<file path="config.mk">
export PLATFORM = sky130hd
export DESIGN_NAME = memory_unit
export DESIGN_NICKNAME = d
export VERILOG_FILES = /design/src/rtl/memory_unit_pkg.sv /design/src/rtl/memory_unit.sv
export SDC_FILE = /design/constraint.sdc
export NUM_CORES = 1
export LEC_CHECK = 0
export ABC_AREA = 1
export BUFFER_PORTS_ARGS = -buffer_cell sky130_fd_sc_hd__buf_2
export CORE_MARGIN = 1
export CORE_UTILIZATION = 50
export CTS_BUF_LIST = sky130_fd_sc_hd__clkbuf_4
export DETAILED_ROUTE_END_ITERATION = 10
export PLACE_DENSITY = 0.78
export SYNTH_ARGS = -nofsm -noshare
export SYNTH_HDL_FRONTEND = slang
export SYNTH_SLANG_ARGS = --single-unit
</file>
<file path="constraint.sdc">
create_clock -name clk_in -period 3.25 [get_ports clk_in]
set_input_delay 0.975 -clock clk_in [delete_from_list [all_inputs] [get_ports clk_in]]
set_output_delay 0.975 -clock clk_in [all_outputs]
set_load 0.02 [all_outputs]
</file>
<file path="src/rtl/memory_unit_pkg.sv">
// Shared encodings for the memory unit and the load/store buffer.
package memory_unit_pkg;

  typedef enum logic [1:0] {
    ST_IDLE  = 2'd0,
    ST_LOAD  = 2'd1,
    ST_STORE = 2'd2,
    ST_FETCH = 2'd3
  } mem_state_e;

  localparam logic [1:0]  LEN_BYTE        = 2'b00;
  localparam logic [1:0]  LEN_HALF        = 2'b01;
  localparam logic [1:0]  LEN_WORD        = 2'b10;
  localparam logic [31:0] IO_MASK_DEFAULT = 32'h0003_0000;

  // The reserved length code is treated as a full word.
  function automatic logic [2:0] len_to_bytes(input logic [1:0] len);
    case (len)
      LEN_BYTE: return 3'd1;
      LEN_HALF: return 3'd2;
      default:  return 3'd4;
    endcase
  endfunction

endpackage

</file>
<file path="src/rtl/memory_unit.sv">
// Byte-serial memory controller: arbitrates LSB and fetch requests onto the 8-bit
// RAM/IO bus and assembles little-endian results with a one-cycle completion pulse.
module memory_unit
  import memory_unit_pkg::*;
#(
  parameter int          LSB_CAP_BIT = 3,
  parameter logic [31:0] IO_MASK     = IO_MASK_DEFAULT
) (
  input  logic                   clk_in,
  input  logic                   rst_in,
  input  logic                   rdy_in,
  input  logic                   clear,
  input  logic                   lsb_req,
  input  logic [LSB_CAP_BIT-1:0] lsb_pos,
  input  logic                   lsb_ls,
  input  logic [1:0]             lsb_len,
  input  logic [31:0]            lsb_addr,
  input  logic [31:0]            lsb_wdata,
  output logic                   lsb_busy,
  output logic                   lsb_finished,
  output logic [31:0]            lsb_rdata,
  output logic [LSB_CAP_BIT-1:0] lsb_done_pos,
  input  logic                   if_req,
  input  logic [31:0]            if_addr,
  output logic                   if_done,
  output logic [31:0]            if_inst,
  input  logic [7:0]             mem_din,
  output logic [7:0]             mem_dout,
  output logic [31:0]            mem_a,
  output logic                   mem_wr,
  input  logic                   io_buffer_full
);

  mem_state_e             state_q, state_d;
  logic [2:0]             k_q, k_d;
  logic [2:0]             n_q, n_d;
  logic [31:0]            addr_q, addr_d;
  logic [31:0]            wdata_q, wdata_d;
  logic [LSB_CAP_BIT-1:0] pos_q, pos_d;
  logic [31:0]            acc_q, acc_d;
  logic                   clear_seen_q, clear_seen_d;
  logic                   lsb_finished_q, lsb_finished_d;
  logic [31:0]            lsb_rdata_q, lsb_rdata_d;
  logic [LSB_CAP_BIT-1:0] lsb_done_pos_q, lsb_done_pos_d;
  logic                   if_done_q, if_done_d;
  logic [31:0]            if_inst_q, if_inst_d;
  logic [7:0]             din_hold_q, din_hold_d;
  logic                   hold_valid_q, hold_valid_d;

  logic [7:0]  rx_byte;
  logic [1:0]  byte_idx;
  logic [31:0] acc_next;
  logic [31:0] wdata_shift;
  logic [31:0] cur_addr;
  logic        io_region;
  logic        store_ok;

  // A byte returned while frozen is parked so it is not lost when the bus moves on.
  assign rx_byte     = hold_valid_q ? din_hold_q : mem_din;
  assign byte_idx    = k_q[1:0] - 2'd1;
  assign acc_next    = acc_q | ({24'd0, rx_byte} << {byte_idx, 3'b000});
  assign wdata_shift = wdata_q >> {k_q[1:0], 3'b000};
  assign cur_addr    = addr_q + {29'd0, k_q};
  assign io_region   = (addr_q & IO_MASK) == IO_MASK;
  assign store_ok    = !(io_region && io_buffer_full);

  assign lsb_busy     = (state_q != ST_IDLE);
  assign lsb_finished = lsb_finished_q;
  assign lsb_rdata    = lsb_rdata_q;
  assign lsb_done_pos = lsb_done_pos_q;
  assign if_done      = if_done_q;
  assign if_inst      = if_inst_q;

  always_comb begin
    state_d        = state_q;
    k_d            = k_q;
    n_d            = n_q;
    addr_d         = addr_q;
    wdata_d        = wdata_q;
    pos_d          = pos_q;
    acc_d          = acc_q;
    clear_seen_d   = clear_seen_q;
    lsb_finished_d = 1'b0;
    lsb_rdata_d    = lsb_rdata_q;
    lsb_done_pos_d = lsb_done_pos_q;
    if_done_d      = 1'b0;
    if_inst_d      = if_inst_q;
    din_hold_d     = din_hold_q;
    hold_valid_d   = 1'b0;
    mem_a          = 32'd0;
    mem_dout       = 8'd0;
    mem_wr         = 1'b0;

    case (state_q)
      ST_LOAD, ST_FETCH: begin
        if (k_q < n_q) mem_a = cur_addr;
      end
      ST_STORE: begin
        mem_a    = cur_addr;
        mem_dout = wdata_shift[7:0];
        mem_wr   = rdy_in && store_ok;
      end
      default: ;
    endcase

    if (!rdy_in) begin
      lsb_finished_d = lsb_finished_q;
      if_done_d      = if_done_q;
      hold_valid_d   = hold_valid_q;
      if (!hold_valid_q) begin
        din_hold_d   = mem_din;
        hold_valid_d = 1'b1;
      end
    end else begin
      case (state_q)
        ST_IDLE: begin
          if (!clear) begin
            if (lsb_req) begin
              addr_d       = lsb_addr;
              n_d          = len_to_bytes(lsb_len);
              wdata_d      = lsb_wdata;
              pos_d        = lsb_pos;
              k_d          = 3'd0;
              acc_d        = 32'd0;
              clear_seen_d = 1'b0;
              state_d      = lsb_ls ? ST_STORE : ST_LOAD;
            end else if (if_req) begin
              addr_d  = if_addr;
              n_d     = 3'd4;
              k_d     = 3'd0;
              acc_d   = 32'd0;
              state_d = ST_FETCH;
            end
          end
        end
        ST_LOAD, ST_FETCH: begin
          if (clear) begin
            state_d = ST_IDLE;
          end else begin
            if (k_q != 3'd0) acc_d = acc_next;
            if (k_q == n_q) begin
              state_d = ST_IDLE;
              if (state_q == ST_LOAD) begin
                lsb_finished_d = 1'b1;
                lsb_rdata_d    = acc_next;
                lsb_done_pos_d = pos_q;
              end else begin
                if_done_d = 1'b1;
                if_inst_d = acc_next;
              end
            end else begin
              k_d = k_q + 3'd1;
            end
          end
        end
        ST_STORE: begin
          // Stores cannot be undone on the bus, so a flush only silences the pulse.
          if (clear) clear_seen_d = 1'b1;
          if (store_ok) begin
            if (k_q == n_q - 3'd1) begin
              state_d = ST_IDLE;
              if (!clear_seen_q && !clear) begin
                lsb_finished_d = 1'b1;
                lsb_rdata_d    = 32'd0;
                lsb_done_pos_d = pos_q;
              end
            end else begin
              k_d = k_q + 3'd1;
            end
          end
        end
        default: state_d = ST_IDLE;
      endcase
    end
  end

  always_ff @(posedge clk_in or negedge rst_in) begin
    if (!rst_in) begin
      state_q        <= ST_IDLE;
      k_q            <= 3'd0;
      n_q            <= 3'd0;
      addr_q         <= 32'd0;
      wdata_q        <= 32'd0;
      pos_q          <= '0;
      acc_q          <= 32'd0;
      clear_seen_q   <= 1'b0;
      lsb_finished_q <= 1'b0;
      lsb_rdata_q    <= 32'd0;
      lsb_done_pos_q <= '0;
      if_done_q      <= 1'b0;
      if_inst_q      <= 32'd0;
      din_hold_q     <= 8'd0;
      hold_valid_q   <= 1'b0;
    end else begin
      state_q        <= state_d;
      k_q            <= k_d;
      n_q            <= n_d;
      addr_q         <= addr_d;
      wdata_q        <= wdata_d;
      pos_q          <= pos_d;
      acc_q          <= acc_d;
      clear_seen_q   <= clear_seen_d;
      lsb_finished_q <= lsb_finished_d;
      lsb_rdata_q    <= lsb_rdata_d;
      lsb_done_pos_q <= lsb_done_pos_d;
      if_done_q      <= if_done_d;
      if_inst_q      <= if_inst_d;
      din_hold_q     <= din_hold_d;
      hold_valid_q   <= hold_valid_d;
    end
  end

endmodule
</file>
After elaboration in Yosys (flattened, before gate mapping)
Index checks and enable logic that the tools add are counted.
Widths: inputs -> output; s select.
Word-level totals
  register bits after elaboration: 186
  input port bits: 117
  output and inout port bits: 111
  word-level logic and storage cells: 132
Cells by class
  add/subtract/negate cells: 4
  $lt $le $gt $ge: 1
  equal/unequal tests: 21
  shift operators: 2
  mux-type cells: 63
  bitwise logic cells: 3
  reduce and logical (&&, ||, !) cells: 23
Operator list (count)
  $mux 32: 14
  $pmux 32 s2: 3
  $mux 3: 15
  $add 32x3->32: 1
  $or 32x32->32: 1
  $shl 8x5->32: 1
  $shr 32x5->8: 1
  $ne 2x2->1 const B: 12
  $mux 2: 8
  $mux 8: 2
  $mux 1: 15
  $pmux 3 s2: 2
  $reduce_and 6->1: 2
  $reduce_and 5->1: 2
  $reduce_bool 2->1: 5
  $pmux 3 s3: 1
  $reduce_and 4->1: 2
  $reduce_and 8->1: 1
  $reduce_and 7->1: 1
  $eq 2x2->1 const B: 3
  $eq 3x3->1: 2
  $ne 3x3->1 const B: 2
  $pmux 2 s3: 1
  $eq 2x1->1 const B: 2
  11 further kinds: 18

Logic depth before layout (Yosys ltp)
Gate-level depths: netlist (run 1).
  word-level depth: 7
  gate-level depth with buffers: 13

Least setup slack after synthesis (run 1)
Ideal clock, no wire load.
  kind: register to output
  start point: register k_q[1]
  end point: output port mem_a[24]
  arrival: 2.595 ns
  data required time: 2.275 ns
  setup slack: -0.320 ns
  cell stages (with the launch flop): 13
  path buffers: 1
  path through: dfrtp_1 -> clkbuf_1 -> clkinv_1 -> fa_1 -> inv_1 -> nand2_1 -> nand2_1 -> nand3_1 -> nor2_1 -> nand3_1 -> nand2_1 -> nand2_1 -> nor2_1
Between the ends
  longest elaborated chain between the ends: 3
  elaborated cells between the ends (all ways): 4
  those cells by class: add/sub: 1; order compare: 1; mux: 2
RTL lines
  start, declared: RTL line memory_unit.sv:35  | logic [2:0] k_q, k_d;
  start signal, assigned: RTL line memory_unit.sv:196  | k_q <= k_d;
  $add 32x3->32 / $lt 3x3->1 (equally long branches): RTL line memory_unit.sv:63, memory_unit.sv:96
  $mux 32: RTL line memory_unit.sv:96  | if (k_q < n_q) mem_a = cur_addr;
  $pmux 32 s2 (*): RTL line memory_unit.sv:94  | case (state_q)
  end, declared: RTL line memory_unit.sv:29  | output logic [31:0] mem_a,
Every way passes the cells marked *; elsewhere a longest branch is shown, timed or not.

Final worst setup path (run 1)
  start point: register k_q[1]
  end point: output port mem_a[17]
The elaborated chain is that of the path after synthesis.

==> metrics.txt, run 1 <==
Most common cell on crit path nor2_1; io pins between 200 and 250; vias in the first global route around 9400; largest net degree at the start of global routing 68; Seq/Total Area, Yosys 0.473; Avg Synthesized Cell Area between 7 and 8 µm²; Area growth, synth to finish 24.1%; Final Setup Violations 31; clock skew between 20 and 30 ps; Final Hold Violating Endpoints 0; H-tree Lvls 4; share of async-settable or async-resettable flops after synthesis 1.00; die width between 100 and 150 µm; P per Cell Area approximately 800 mW/mm²; WP data required 2270 ps; CTS tree done; hold_ws about 260 ps; maximum fanout along the worst path 5; Final WS setup -257 ps; Final HPWL DP between 20000 and 25000 µm; slowest stage delay, CP ~440 ps; Arrival @ worst endpoint about 2500 ps; WL/cell approximately 15 µm; Tcrit/Tclk final 1.08; first-pass GRT wire length ~47000 µm; Starting Density 0.518; total CTS buffers 17; yosys warns 0; gr usage total 0.296; #FFs+latches synth 186; Clock transition at path regs roughly 170 ps; Initial DRC Count 704; Final Core Density 0.643; Via density a little over 5; Worst-Margin Slew a little over 800 ps; Max Freq between 200 and 300 MHz; type of the worst setup path reg2out; Mapped Area about 0.0098 mm²; DR DRC count 0; Post-synth EDFFs 0; Final Non-Filler Cells 1908; post-route ant nets 0; core area between 0.015 and 0.02 mm²; routed vias about 9900; Cell variety after synth 32; Worst setup EP type output pin; die height 142 µm; RD Place Congestion 0.903; Post-Syn Nets between 1500 and 2000; fin. max-slew vios 0; Worst-Skew Late Latency between 500 and 600 ps; GR Overflow Total 0; status finished with violations; Final TNS setup -3830 ps; Max Cap Viol 0; clk buf depth 2; Worst setup SP type flop; Clock Sinks ~190; initial antenna violation count 2; drt pass-1 iters 5; clk root buf clkbuf_4; Max-slew headroom 0.449; Final Critical Period roughly 3500 ps; Port Buffers between 200 and 250; maximum VDD drop 388 µV; Routed WL just under 30000 µm; cell row count 50; placed insts about 1900; Die ar. 0.0203 mm²; Leak Pwr roughly 6.7 nW; Hold-fix buffers, CTS 0; Layout Nets ~1800; violated checks negative setup slack; Slowest cell on crit path dfrtp_1; HP Class in2async; crit-path cells buf_6 > ha_4 > nand2_1 > nor2_1 > nor2_4 > nor2_4 > nand2_2 > nor2_2 > nor2_1 > nor2_1 > buf_4; most common flop cell mapped by yosys dfrtp_1; layout cells sized above 1 0.236; RSZ-0062 raised after global routing true; Mapped Cells 1402
## cells in the final DEF, fill, tap and decap left out, types with 6 or more instances in the layout
| cell type | n |
|---|---|
| nand2_1 | 556 |
| buf_2 | 199 |
| dfrtp_1 | 183 |
| inv_1 | 128 |
| nor2_1 | 121 |
| nand3_1 | 91 |
| o21ai_0 | 69 |
| buf_4 | 57 |
| a21oi_1 | 47 |
| o22ai_1 | 21 |
| clkbuf_4 | 17 |
| o21ai_1 | 14 |
| buf_6 | 14 |
| nor2_4 | 12 |
| inv_2 | 9 |
| nor2_2 | 7 |
| nand2_4 | 7 |
| a21oi_2 | 7 |
| nand4_1 | 7 |
| nand2_2 | 6 |
| buf_12 | 6 |
## logic make-up (layout without fill, tap and decap cells)
logic type / after synthesis / after routing / share of synthesized area
AND/OR/NAND/NOR: 828 / 828 / 0.337
buffers and inverters: 207 / 450 / 0.0845
flip-flops: 186 / 186 / 0.473
AO/OA/AOI/OAI: 167 / 167 / 0.0892
adder cells (fa/ha/maj): 10 / 10 / 0.0135
XOR/XNOR: 4 / 4 / 0.00356
other: 0 / 3 / 0
## what timing repair did
item,4_1_cts,5_1_grt
pin swaps,17,9
gates resized for setup,102,45
buffers inserted,16,7
setup endpoints to repair,32,37
## state kept, by name, indices dropped and copies added, names as in the netlist, 8 cells and up
register and count:
if_inst 32, acc_q 32, wdata_q 32, din_hold_q 8, addr_q 32, lsb_rdata 32
## final timing paths
path,from,end,slack [ps],depth (start not counted)
min in group clk_in,lsb_rdata[1],lsb_rdata[1],490,2
setup / recovery,k_q[1],mem_a[17],-260,11
max in group asynchronous,rst_in,acc_q[6],2250,2
hold reg to reg,lsb_rdata[1],lsb_rdata[1],490,2
hold / removal,rst_in,wdata_q[19],260,1
setup reg to reg,k_q[0],lsb_rdata[31],690,13
## worst max-delay path: cells and delay by family (launching register included)
family                     cells  cell delay, ps
adders and majority gates      1             260
buffers and inverters          2             310
DFF                            1             440
and+or+nand+nor                8             940
## synthesized netlist by cell type (all sizes together) (2+ instances only)
cell type,n,area (µm²)
nand2,570,2150
clkbuf,33,124
o21ai,88,440
clkinv,2,7.51
ha,9,113
inv,140,526
xor2,3,26.3
nor2,140,543
a21oi,56,292
nand3,98,495
buf,32,175
o22ai,21,131
dfrtp,186,4650
nand4,7,43.8
nand3b,5,37.5
nor3,6,30.0
## layer usage
metal / share of wire / GRT usage
met1: 0.45 / 0.405
met2: 0.46 / 0.478
met3: 0.065 / 0.0495
met4: 0.020 / 0.0956
met5: 0 / 0
## per-stage QoR
stage / power (mW) / setup WS, ps / instance area, µm²
global route: 10.7 / -401 / 12200
floorplan: 6.55 / 27.6 / 9850
detailed placement: 8.01 / 19.0 / 11300
finish: 9.96 / -257 / 12200
CTS: 9.67 / -278 / 12000
global placement: 7.90 / 109 / 11300
## area by class of cell
cell class | count | area [µm²]
antenna | 3 | 7.51
inverter | 142 | 546
timing repair buffer | 277 | 1720
sequential | 186 | 4660
tap | 260 | 325
multi-input combinational | 1009 | 4710
clock buffer | 17 | 128
clock inverter | 14 | 134
fill | 1759 | 6790
## report_power, final
part	leakage [nW]	internal (mW)	switching, mW
clock network	0.143	0.332	0.886
logic	4.06	1.83	3.30
registers	2.45	3.06	0.550
(Power assumes the default switching activity.)
==> inputs of run 2 (changes only) <==
--- a/config.mk
+++ b/config.mk
@@ -7,11 +7,13 @@
 export LEC_CHECK = 0
 export ABC_AREA = 1
 export BUFFER_PORTS_ARGS = -buffer_cell sky130_fd_sc_hd__buf_2
+export CELL_PAD_IN_SITES_DETAIL_PLACEMENT = 1
+export CELL_PAD_IN_SITES_GLOBAL_PLACEMENT = 1
 export CORE_MARGIN = 1
-export CORE_UTILIZATION = 50
+export CORE_UTILIZATION = 36
 export CTS_BUF_LIST = sky130_fd_sc_hd__clkbuf_4
 export DETAILED_ROUTE_END_ITERATION = 10
-export PLACE_DENSITY = 0.78
+export PLACE_DENSITY_LB_ADDON = 0.1
 export SYNTH_ARGS = -nofsm -noshare
 export SYNTH_HDL_FRONTEND = slang
 export SYNTH_SLANG_ARGS = --single-unit
==> constraint.sdc (replaced) <==
create_clock -name clk_in -period 2.84 [get_ports clk_in]
set_input_delay 0.852 -clock clk_in [delete_from_list [all_inputs] [get_ports clk_in]]
set_output_delay 0.852 -clock clk_in [all_outputs]
set_load 0.02 [all_outputs]
==> run 2 against run 1 <==
Against the previous run: the run still ends with negative setup slack left; combinational power is 40% higher; total power is 29% higher; utilization is 15 points lower; via count is 3.0% higher; clock skew is 3.2 ps higher; hold slack worse by 21 ps; worst setup slack worse by 340 ps; final area is 7.8% higher; first-iteration DRC count is 17% lower; sequential share of layout area is 2.8 points lower; die area is 38% higher.
==> metrics.txt, run 2 (synthesis gave the netlist of run 1 again) <==
WP data required 1990 ps (was 2270 ps); CTS tree done (unchanged); Initial DRC Count 587 (was 704); clk buf depth 2 (unchanged); P per Cell Area 973 mW/mm² (was 814 mW/mm²); Final TNS setup -16500 ps (was -3830 ps); Starting Density 0.366 (was 0.518); core area 0.0269 mm² (was 0.0190 mm²); largest net degree at the start of global routing 66 (was 68); maximum fanout along the worst path 4 (was 5); clock skew 29.8 ps (was 26.6 ps); Max Freq 291 MHz; Max Cap Viol 0 (unchanged); Die ar. 0.0280 mm² (was 0.0203 mm²); vias in the first global route 10400 (was 9373); Via density 5.00 (was 5.17); Final Setup Violations 37 (was 31); Area growth, synth to finish 33.9% (was 24.1%); fillers 3450 (was 1759); total CTS buffers 17 (unchanged); first-pass GRT wire length 54800 µm (was 46700 µm); RSZ-0062 raised after global routing true (unchanged); most frequent cells in the layout nand2_1, buf_2, dfrtp_1 (unchanged); drt pass-1 iters 5 (unchanged); R2R Setup Slk 230 ps (was 690 ps); Worst-Skew Late Latency 590 ps (about the same); Clock Sinks 186 (unchanged); fin. max-slew vios 0 (unchanged); Worst setup EP type output pin (unchanged); Arrival @ worst endpoint 2590 ps (was 2530 ps); HP Class in2async (unchanged); initial antenna violation count 2 (unchanged); post-route ant nets 0 (unchanged); Layout Nets 1808 (was 1760); Worst setup SP type flop (unchanged); Tcrit/Tclk final 1.21; Clock transition at path regs 190 ps (was 170 ps); WL/cell 17.2 µm (was 15.1 µm); Final Hold Violating Endpoints 0 (unchanged); die height 167 µm (was 142 µm); io pins 228 (unchanged); Leak Pwr 7.01 nW (was 6.66 nW); cell row count 60 (was 50); Routed WL 35100 µm (was 28900 µm); Max-slew headroom 0.590 (was 0.449); type of the worst setup path reg2out (unchanged); Worst-Margin Slew 614 ps (was 818 ps); status finished with violations (unchanged); GR Overflow Total 0 (unchanged); RD Place Congestion 0.897 (was 0.903); die width 167 µm (was 142 µm); H-tree Lvls 4 (unchanged); DR DRC count 0 (unchanged); maximum VDD drop 392 µV (was 388 µV); clk root buf clkbuf_4 (unchanged); commonest non-fill, non-tap cell in the layout nand2_1 (unchanged); Total Power 12.8 mW (was 9.96 mW); routed vias 10200 (was 9869); gr usage total 0.248 (was 0.296); Final Core Density 0.491 (was 0.643); Port Buffers 227 (unchanged); layout cells sized above 1 0.285 (was 0.236); Final HPWL DP 23900 µm (was 20200 µm); Final WS setup -602 ps (was -257 ps); violated checks negative setup slack (unchanged); Final Critical Period between 3000 and 4000 ps
[run 2: changes by cell type in the layout (fill, tap and decap cells not counted), sizes merged]
cell      delta
bufbuf       +2
clkinvlp     -1
clkinv       -2
clkbuf       +5
buf         +42
inv          +3
diode        -2
[run 2: metal layers]
layer | vias up | wire, µm | GRT usage
li1 | 4928 | - | -
met4 | 0 | 433 | 0.0566
met3 | 27 | 1370 | 0.0364
met2 | 216 | 16700 | 0.412
met1 | 4999 | 16600 | 0.342
met5 | - | 0 | 0
[run 2: repair_timing]
item | 4_1_cts | 5_1_grt
cloned | 3 | 3
resized for setup | 149 | 100
setup buffers | 23 | 18
pin swaps | 36 | 31
hold buffers | 0 | 0
setup endpoints to repair | 40 | 41
[run 2: report_power, final]
part           internal, mW  leakage [nW]  switching (mW)
clock                 0.414         0.157            1.09
sequential             3.50          2.45           0.632
combinational          2.84          4.41            4.35
[run 2: cell type report]
class / instances / area (µm²) / share of cell area
multi-input cells: 1009 / 4900 / 0.372
flip-flops and latches: 186 / 4660 / 0.353
repair buffers: 325 / 2360 / 0.179
inverters: 142 / 547 / 0.0415
well taps: 341 / 427 / 0.0324
clock inverters: 14 / 149 / 0.0113
clock buffers: 18 / 135 / 0.0102
diodes: 1 / 2.50 / 0.000190
[run 2: critical path, cell delays in order, from the launching register on]
cell	delay (ps)
dfrtp_1	400
ha_2	200
inv_2	50
fa_2	340
inv_2	90
nand2_4	60
nand2_4	90
nand2_2	100
inv_2	110
buf_4	110
nand2_1	50
xor2_1	140
nor2_1	130
buf_4	160
[run 2: final timing paths]
kind / start / endpoint / cells past startpoint
min: rst_in / lsb_rdata[26] / 1
max: addr_q[0] / mem_a[22] / 13
max in group asynchronous: rst_in / if_inst[22] / 2
max reg2reg: k_q[0] / lsb_rdata[16] / 12
min reg2reg: lsb_rdata[7] / lsb_rdata[7] / 2
min in group clk_in: lsb_wdata[24] / wdata_q[24] / 3
[run 2: through the flow]
step	std cells	hold WS (ps)	instance area, µm²	setup slack [ps]
after floorplan	1402	437	9900	-20.5
after global placement	1963	449	11700	-18.4
after detailed placement	1963	454	11700	-52.5
after CTS	2019	204	12700	-597
after global routing	2036	204	13200	-768
final	2036	234	13200	-602
==> inputs of run 3 (changes only) <==
--- a/config.mk
+++ b/config.mk
@@ -14,6 +14,7 @@
 export CTS_BUF_LIST = sky130_fd_sc_hd__clkbuf_4
 export DETAILED_ROUTE_END_ITERATION = 10
 export PLACE_DENSITY_LB_ADDON = 0.1
+export SKIP_LAST_GASP = 1
 export SYNTH_ARGS = -nofsm -noshare
 export SYNTH_HDL_FRONTEND = slang
 export SYNTH_SLANG_ARGS = --single-unit
==> constraint.sdc (replaced) <==
create_clock -name clk_in -period 2.84 [get_ports clk_in]
set_input_delay 0.142 -clock clk_in [delete_from_list [all_inputs] [get_ports clk_in]]
set_output_delay 0.142 -clock clk_in [all_outputs]
set_load 0.02 [all_outputs]
==> run 3 against run 2 <==
Against the previous run: the run now ends clean; clock-buffer cell count unchanged; global-route usage increased by 1.3 points; non-clock buffer count increased by 57; clock power increased by 6%; die area unchanged; critical path depth increased by 1; combinational power decreased by 22%; sequential cell count unchanged; largest cell class is now sequential cells; total power decreased by 12%; utilization decreased by 0.55 points; critical path type unchanged.
==> metrics.txt, run 3 (synthesis gave the netlist of run 1 again) <==
placed insts 1938 (was 1963); routed vias 10200 (about the same); CTS tree done (unchanged); Final Critical Period 2790 ps (was 3440 ps); Total Power 11.3 mW (was 12.8 mW); drt pass-1 iters 5 (unchanged); io pins 228 (unchanged); WL met3 1270 µm (was 1370 µm); clock skew 38.5 ps (was 29.8 ps); type of the worst setup path reg2out (unchanged); Clock Sinks 186 (unchanged); storage element area 0.00466 mm² (about the same); Max Freq 358 MHz (was 291 MHz); Via density 4.87 (was 5.00); fin. max-slew vios 0 (unchanged); slowest stage delay, CP 400 ps (about the same); cell row count 60 (unchanged); Met2 Wirelength 16900 µm (was 16700 µm); Final Non-Filler Cells 2095 (was 2036); fillers 3481 (was 3450); die width 167 µm (unchanged); WL/cell 16.9 µm (was 17.2 µm); Initial DRC Count 571 (was 587); vias in the first global route 10800 (was 10400); clk buf depth 2 (unchanged); clk root buf clkbuf_4 (unchanged); crit-path cells ha_2 > inv_2 > fa_2 > inv_2 > nand2_2 > nand2_2 > nand3_2 > nor2_1 > buf_4 > nand3_4 > nand2_2 > nand2_1 > nor2_1 > buf_4 (was ha_2 > inv_2 > fa_2 > inv_2 > nand2_4 > nand2_4 > nand2_2 > inv_2 > buf_4 > nand2_1 > xor2_1 > nor2_1 > buf_4); P per Cell Area 867 mW/mm² (was 973 mW/mm²); Clock transition at path regs 160 ps (was 190 ps); Max-slew headroom 0.436 (was 0.590); Leak Pwr 7.03 nW (was 7.01 nW); most frequent cells in the layout nand2_1, buf_2, dfrtp_1 (unchanged); Final Hold Violating Endpoints 0 (unchanged); Layout Nets 1865 (was 1808); die height 167 µm (unchanged); Final HPWL DP 24100 µm (was 23900 µm); Die ar. 0.0280 mm² (unchanged); Routed WL 35500 µm (was 35100 µm); total CTS buffers 17 (unchanged); Port Buffers 227 (unchanged); Worst-Margin Slew 838 ps (was 614 ps); Worst-Skew Late Latency 600 ps (was 590 ps); Area growth, synth to finish 32.4% (was 33.9%); H-tree Lvls 4 (unchanged); RD Place Congestion 0.834 (was 0.897); maximum fanout along the worst path 8 (was 4); uppermost layer routed met5 (was met4); first-pass GRT wire length 57700 µm (was 54800 µm); commonest non-fill, non-tap cell in the layout nand2_1 (unchanged); Arrival @ worst endpoint 2650 ps (was 2590 ps); hold_ws 49.2 ps (was 234 ps); layout cells sized above 1 0.196 (was 0.285); Starting Density 0.366 (unchanged); core area 0.0269 mm² (unchanged); HP Class in2reg (was in2async); Most common cell on crit path nand2_2 (was inv_2); gr usage total 0.261 (was 0.248); RSZ-0062 raised after global routing true (unchanged); initial antenna violation count 4 (was 2); Worst setup EP type output pin (unchanged); Max Cap Viol 0 (unchanged); DRT met1 WL 16900 µm (was 16600 µm); DR DRC count 0 (unchanged); Worst setup SP type flop (unchanged); status finished clean (was finished with violations); area occupied by multi-input gates 0.00444 mm² (was 0.00490 mm²); largest net degree at the start of global routing 72 (was 66); GR Overflow Total 0 (unchanged); Slowest cell on crit path dfrtp_1 (unchanged); WP data required 2700 ps (was 1990 ps); Final Setup Violations 0 (was 37); post-route ant nets 0 (unchanged); Tcrit/Tclk final 0.983 (was 1.21); maximum VDD drop 413 µV (was 392 µV)
run 3: metrics by stage:
step                setup TNS, ps  setup WS, ps  instance area (µm²)  utilization
global route                -1060          -148                13000        0.485
CTS                         -8.30         -8.30                12900        0.481
detailed placement              0           137                11400        0.424
global placement                0           217                11400        0.424
finish                          0          49.6                13000        0.485
floorplan                       0           103                 9850            -
run 3: path summary, 6_finish.rpt:
| kind | slack [ps] | to | depth (start not counted) | startpoint |
|---|---|---|---|---|
| min in group asynchronous | 100 | lsb_rdata[12] | 2 | rst_in |
| min | 50 | din_hold_q[7] | 6 | mem_din[7] |
| min reg2reg | 490 | wdata_q[14] | 2 | wdata_q[14] |
| max in group asynchronous | 1880 | addr_q[31] | 3 | rst_in |
| max reg2reg | 180 | state_q[1] | 10 | k_q[0] |
| max | 50 | mem_a[24] | 14 | k_q[0] |
run 3: per-layer routing:
metal,global-route usage,vias to the layer above
met5,0,-
met2,0.430,204
met1,0.362,4923
met3,0.0364,27
li1,-,5039
met4,0.0590,2
run 3: what timing repair did:
item | in CTS | in global routing
gates resized for setup | 16 | 25
pin swaps | 3 | 9
buffers inserted | 5 | 6
hold buffers | 111 | 0
endpoints found under the hold margin | 148 | 0
endpoints found under the setup margin | 21 | 33
run 3: area by class of cell:
cell class / count / share of cell area
antenna: 3 / 0.000576
inverter: 142 / 0.0414
timing repair buffer: 382 / 0.203
tap: 341 / 0.0327
sequential: 186 / 0.357
clock inverter: 14 / 0.0140
multi-input combinational: 1009 / 0.340
clock buffer: 18 / 0.0104
run 3: power by group:
part	switching (mW)	internal, mW
clock	1.10	0.497
combinational	3.72	1.86
sequential	0.626	3.50
total	5.45	5.86
run 3: worst max-delay path, delay by kind of cell (launching register included):
family / cells / cell delay, ps
flops: 1 / 400
fa+ha+maj: 2 / 530
simple gates: 8 / 680
buf+inv: 4 / 470
